**config.mk**
```make
export PLATFORM = sky130hd
export DESIGN_NAME = control_unit
export DESIGN_NICKNAME = d
export VERILOG_FILES = /design/src/rtl/control_unit.sv
export SDC_FILE = /design/constraint.sdc
export NUM_CORES = 1
export LEC_CHECK = 0
export BUFFER_PORTS_ARGS = -buffer_cell sky130_fd_sc_hd__clkbuf_2
export CAP_MARGIN = 20
export CORE_UTILIZATION = 39
export DETAILED_ROUTE_END_ITERATION = 10
export PLACE_DENSITY = 0.8
export SETUP_SLACK_MARGIN = 0.3
export SLEW_MARGIN = 20
export SYNTH_ARGS = -nofsm -noshare
export SYNTH_HDL_FRONTEND = slang
export SYNTH_SLANG_ARGS = --single-unit
export TNS_END_PERCENT = 5
```
**constraint.sdc**
```tcl
create_clock -name clock -period 1.5 [get_ports clock]
set_input_delay 0.225 -clock clock [delete_from_list [all_inputs] [get_ports clock]]
set_output_delay 0.225 -clock clock [all_outputs]
set_load 0.05 [all_outputs]
```
**src/rtl/control_unit.sv**
```systemverilog
// control_unit: instruction-cycle sequencer for a small 16-bit processor.
// Holds the instruction register, strobes the program counter once per
// fetch, and decodes one instruction at a time into register-file,
// data-memory and ALU control lines. All control outputs are Moore-style,
// derived only from the registered state and ir_q, so an asynchronous
// clear drops every write enable in the same instant it returns to INIT.
// There is no valid/ready handshake: the controller owns the pace of the
// datapath and every strobe it drives is a single-cycle, level-true
// command that the datapath acts on at the next rising clock edge.
module control_unit (
  input  logic        clock,
  input  logic        clear,
  input  logic [15:0] instr,
  output logic        pc_up,
  output logic [15:0] ir_q,
  output logic [7:0]  d_addr,
  output logic        d_wr,
  output logic        rf_s,
  output logic [3:0]  rf_w_addr,
  output logic        rf_w_en,
  output logic [3:0]  rf_ra_addr,
  output logic [3:0]  rf_rb_addr,
  output logic [2:0]  alu_s,
  output logic        halted,
  output logic [3:0]  state_q
);

  localparam logic [2:0] ALU_SEL_PASS = 3'b000;
  localparam logic [2:0] ALU_SEL_ADD  = 3'b001;
  localparam logic [2:0] ALU_SEL_SUB  = 3'b010;

  localparam logic [3:0] OP_NOOP  = 4'b0000;
  localparam logic [3:0] OP_STORE = 4'b0001;
  localparam logic [3:0] OP_LOAD  = 4'b0010;
  localparam logic [3:0] OP_ADD   = 4'b0011;
  localparam logic [3:0] OP_SUB   = 4'b0100;
  localparam logic [3:0] OP_HALT  = 4'b0101;

  typedef enum logic [3:0] {
    S_INIT   = 4'd0,
    S_FETCH  = 4'd1,
    S_DECODE = 4'd2,
    S_NOOP   = 4'd3,
    S_LOAD_A = 4'd4,
    S_LOAD_B = 4'd5,
    S_STORE  = 4'd6,
    S_ADD    = 4'd7,
    S_SUB    = 4'd8,
    S_HALT   = 4'd9
  } state_t;

  state_t      fsm_q;
  state_t      fsm_d;
  logic [15:0] ir_d;

  // Instruction fields; which ones matter depends on the opcode.
  logic [3:0] op_f;
  logic [3:0] ra_f;
  logic [3:0] rb_f;
  logic [3:0] rd_f;
  logic [7:0] d_f;

  assign op_f = ir_q[15:12];
  assign ra_f = ir_q[11:8];
  assign rb_f = ir_q[7:4];
  assign rd_f = ir_q[3:0];
  assign d_f  = ir_q[11:4];

  assign state_q = fsm_q;

  // State and instruction register; clear wins asynchronously.
  always_ff @(posedge clock or negedge clear) begin
    if (!clear) begin
      fsm_q <= S_INIT;
      ir_q  <= 16'h0000;
    end else begin
      fsm_q <= fsm_d;
      ir_q  <= ir_d;
    end
  end

  // Next state and instruction-register load; instr is captured only as FETCH closes.
  always_comb begin
    fsm_d = fsm_q;
    ir_d  = ir_q;
    unique case (fsm_q)
      S_INIT:   fsm_d = S_FETCH;
      S_FETCH: begin
        fsm_d = S_DECODE;
        ir_d  = instr;
      end
      S_DECODE: begin
        unique case (op_f)
          OP_STORE: fsm_d = S_STORE;
          OP_LOAD:  fsm_d = S_LOAD_A;
          OP_ADD:   fsm_d = S_ADD;
          OP_SUB:   fsm_d = S_SUB;
          OP_HALT:  fsm_d = S_HALT;
          default:  fsm_d = S_NOOP;  // OP_NOOP and every unassigned opcode
        endcase
      end
      S_LOAD_A: fsm_d = S_LOAD_B;
      S_LOAD_B: fsm_d = S_FETCH;
      S_NOOP,
      S_STORE,
      S_ADD,
      S_SUB:    fsm_d = S_FETCH;
      S_HALT:   fsm_d = S_HALT;
      default:  fsm_d = S_INIT;
    endcase
  end

  // Moore output decode from the registered state and instruction fields.
  always_comb begin
    pc_up      = 1'b0;
    d_addr     = 8'h00;
    d_wr       = 1'b0;
    rf_s       = 1'b0;
    rf_w_addr  = 4'h0;
    rf_w_en    = 1'b0;
    rf_ra_addr = 4'h0;
    rf_rb_addr = 4'h0;
    alu_s      = ALU_SEL_PASS;
    halted     = 1'b0;
    unique case (fsm_q)
      S_FETCH: pc_up = 1'b1;
      S_LOAD_A: begin
        // Address is presented a cycle early because the data memory reads synchronously.
        d_addr    = d_f;
        rf_s      = 1'b1;
        rf_w_addr = rd_f;
      end
      S_LOAD_B: begin
        d_addr    = d_f;
        rf_s      = 1'b1;
        rf_w_addr = rd_f;
        rf_w_en   = 1'b1;
      end
      S_STORE: begin
        d_addr     = d_f;
        rf_ra_addr = rd_f;  // STORE keeps its source register in the low nibble
        d_wr       = 1'b1;
      end
      S_ADD: begin
        rf_ra_addr = ra_f;
        rf_rb_addr = rb_f;
        rf_w_addr  = rd_f;
        alu_s      = ALU_SEL_ADD;
        rf_w_en    = 1'b1;
      end
      S_SUB: begin
        rf_ra_addr = ra_f;
        rf_rb_addr = rb_f;
        rf_w_addr  = rd_f;
        alu_s      = ALU_SEL_SUB;
        rf_w_en    = 1'b1;
      end
      S_HALT: halted = 1'b1;
      default: ;
    endcase
  end

endmodule
```
==> flow_summary.json <==
{
  "max_slew.worst_pin.slew_ns": 0.518,
  "place_ws_ns": -0.211,
  "violations": "setup timing",
  "setup_ws_ns": -0.499,
  "holdPathStages": 2,
  "power.density_nw_per_um2": 2480,
  "cp_max_fo": 8,
  "core_um2": 2780,
  "crit_arrival_ns": 1.77,
  "ir_drop_v": 0.00223,
  "n_fill_cell": 141,
  "netlist_top_cells_area": "dfrtp_1 44%, mux2_4 12%, mux2_2 7.8%",
  "die_w_um": 56.3,
  "layout.nets": 195,
  "area_delta_synth_final_pct": 100,
  "grt_first_pass_wirelength_um": 6410,
  "die_y_um": 56.3,
  "hold_violations": 0,
  "synth_top_cell_area_share": 0.435,
  "path_clk_slew_ns": 0.13,
  "cts_tree": "yes",
  "power.leakage_nw": 1.10,
  "cts.path.max_buffers": 2,
  "wl_per_cell_um": 21.8,
  "pin_count": 66,
  "clock_sinks": 20,
  "synth_compound_area_frac": 0.0762,
  "timing.rr.end": "ir_q[0]$_DFFE_PN0P_",
  "antenna_cells": 0,
  "grt_max_degree": 21,
  "p_total_mw": 5.71,
  "synth-adder-area-share": 0,
  "final_max_slew_viol_count": 0,
  "ys_seq_area_frac": 0.435,
  "fmax_ghz": 0.500,
  "grt.total_usage": 0.275,
  "antenna_found_initial": 0,
  "end_kind": "primary output",
  "drive_gt1_frac": 0.778,
  "yosys.area_share.simple": 0.229,
  "cts_buffers": 3,
  "grt_overflow_total": 0,
  "syn_avg_cell_area_um2": 11.6,
  "max-slew-margin-rel": 0.655,
  "clock_latency_ns": 0.32,
  "yosys-top-cells-count": "20 x dfrtp_1, 9 x and3_1, 9 x mux2_4, 8 x mux2_2, 7 x nor2_1",
  "numPortBuffers": 64,
  "gp_congestion": 0.859,
  "ant_nets": 0,
  "cp_data_required_time_ns": 1.27,
  "drc": 0,
  "hold_slack_ns": 0.124,
  "vias_per_cell": 5.54,
  "synthXorXnorAreaFrac": 0.00762,
  "yosysMostFrequentCell": "dfrtp_1",
  "fin_crit_sh": 1.33,
  "ys_seq_elements": 20,
  "cap_viol_max_count": 0,
  "die_area_um2": 3170,
  "holdPathEnd": "ir_q[4]$_DFFE_PN0P_",
  "synth_area_um2": 1150,
  "final_cells": 207,
  "status": "finished, violations left",
  "drt-pass1-iter-count": 4,
  "grt_pass1_vias": 1224,
  "async_flop_share": 1.00,
  "synth_edf_count": 0,
  "wirelength_um": 4500,
  "post_synth_num_cell_types": 31,
  "dp_hpwl_um": 2420,
  "rows": 19,
  "synth_ff_type": "dfrtp_1",
  "drt_iter0_markers": 19,
  "reg2regPathDepth": 4,
  "rsz0062_at_grt": "true",
  "yosys_warnings": 0,
  "cts-htree-levels": 1,
  "min_from": "instr[4]",
  "crit_type": "reg2out",
  "root_buffer": "clkbuf_4",
  "synthCells": 99,
  "vias": 1146,
  "timing.rr.start": "state_q[2]$_DFF_PN0_",
  "reg2reg_setup_slack_ns": -0.17,
  "period_minus_slack_ns": 2.00,
  "synth_top_family_by_area": "simple AND/OR/NAND/NOR gates",
  "critPathLaunchType": "flip-flop",
  "synthMuxAreaShare": 0.196,
  "dp.cells": 201,
  "yosysTopAreaCell": "dfrtp_1",
  "fin_skew_ns": 0.00208,
  "start_util": 0.413,
  "synth.net_count": 117,
  "setup_viol_count_final": 44,
  "hold_path_class": "in2reg"
}
-- where the power goes --
group / switching [mW] / total, mW / internal, mW
Sequential: 0.372 / 1.19 / 0.814
Combinational: 2.24 / 4.06 / 1.82
Clock: 0.193 / 0.464 / 0.271
Total: 2.81 / 5.71 / 2.91
-- state kept, by name (all words and copies together) (netlist names) --
name and flops:
state_q 4, ir_q 16
-- area by class of cell --
cell class | instances | area (um2) | area share
Clock buffer | 3 | 22.5 | 0.00978
Clock inverter | 1 | 30.0 | 0.0130
Tap cell | 31 | 38.8 | 0.0168
Timing Repair Buffer | 81 | 920 | 0.399
Multi-Input combinational cell | 71 | 787 | 0.342
Sequential cell | 20 | 505 | 0.219
-- metrics by stage --
stage          setup TNS [ns]   util  area [um2]
4_1_cts                -10.85  0.798        2220
5_1_grt                -13.94  0.828        2300
3_5_place_dp            -4.14  0.618        1720
2_1_floorplan          -17.92      -        1260
3_3_place_gp            -3.27  0.618        1720
6_report               -11.99  0.828        2300
-- worst max-delay path, stage by stage (launching register included) --
cell	delay [ns]
dfrtp_2	0.46
nor4b_4	0.34
o21bai_4	0.27
and2_4	0.22
clkbuf_16	0.15
-- routing by layer --
| layer | up-vias | GRT usage | routed length (um) |
|---|---|---|---|
| met1 | 570 | 0.292 | 1480 |
| met2 | 52 | 0.527 | 2570 |
| li1 | 503 | - | - |
| met3 | 21 | 0.0346 | 170 |
| met5 | - | 0 | 0 |
| met4 | 0 | 0.139 | 282 |
-- worst max path at each step --
stage	from	end	slack [ns]	cells after the start
floorplan	state_q[0]$_DFF_PN0_	rf_rb_addr[0]	-0.75	4
global placement	state_q[0]$_DFF_PN0_	rf_rb_addr[3]	-0.16	4
detailed placement	state_q[0]$_DFF_PN0_	rf_rb_addr[3]	-0.21	4
CTS	state_q[1]$_DFF_PN0_	rf_rb_addr[3]	-0.46	4
global route	state_q[0]$_DFF_PN0_	rf_rb_addr[1]	-0.55	4
finish	state_q[0]$_DFF_PN0_	rf_rb_addr[3]	-0.50	4
-- cell families (layout without fill, tap and decap cells) --
| kind of cell | after synthesis | after routing |
|---|---|---|
| muxes | 17 | 17 |
| DFF | 20 | 20 |
| AOI/OAI and AO/OA | 12 | 12 |
| buffers and inverters | 8 | 85 |
| other | 1 | 1 |
| xor gates and xnor gates | 1 | 1 |
| and+or+nand+nor | 40 | 40 |
-- cells in the final DEF (no fill, tap or decap), drive strengths merged, types with 3 or more instances in the layout --
cell,n
and2,4
mux2,17
buf,40
nor2,7
dfrtp,20
a22o,4
nor4b,3
nand2b,4
nor2b,6
and3,9
clkbuf,43
-- timing repair --
item,CTS,global route
hold buffers,1,0
endpoints found under the setup margin,67,67
gates resized for setup,98,38
hold endpoints to repair,20,0
pin swaps,6,2
buffers inserted,1,0
Power figures use the tool's default switching activity.
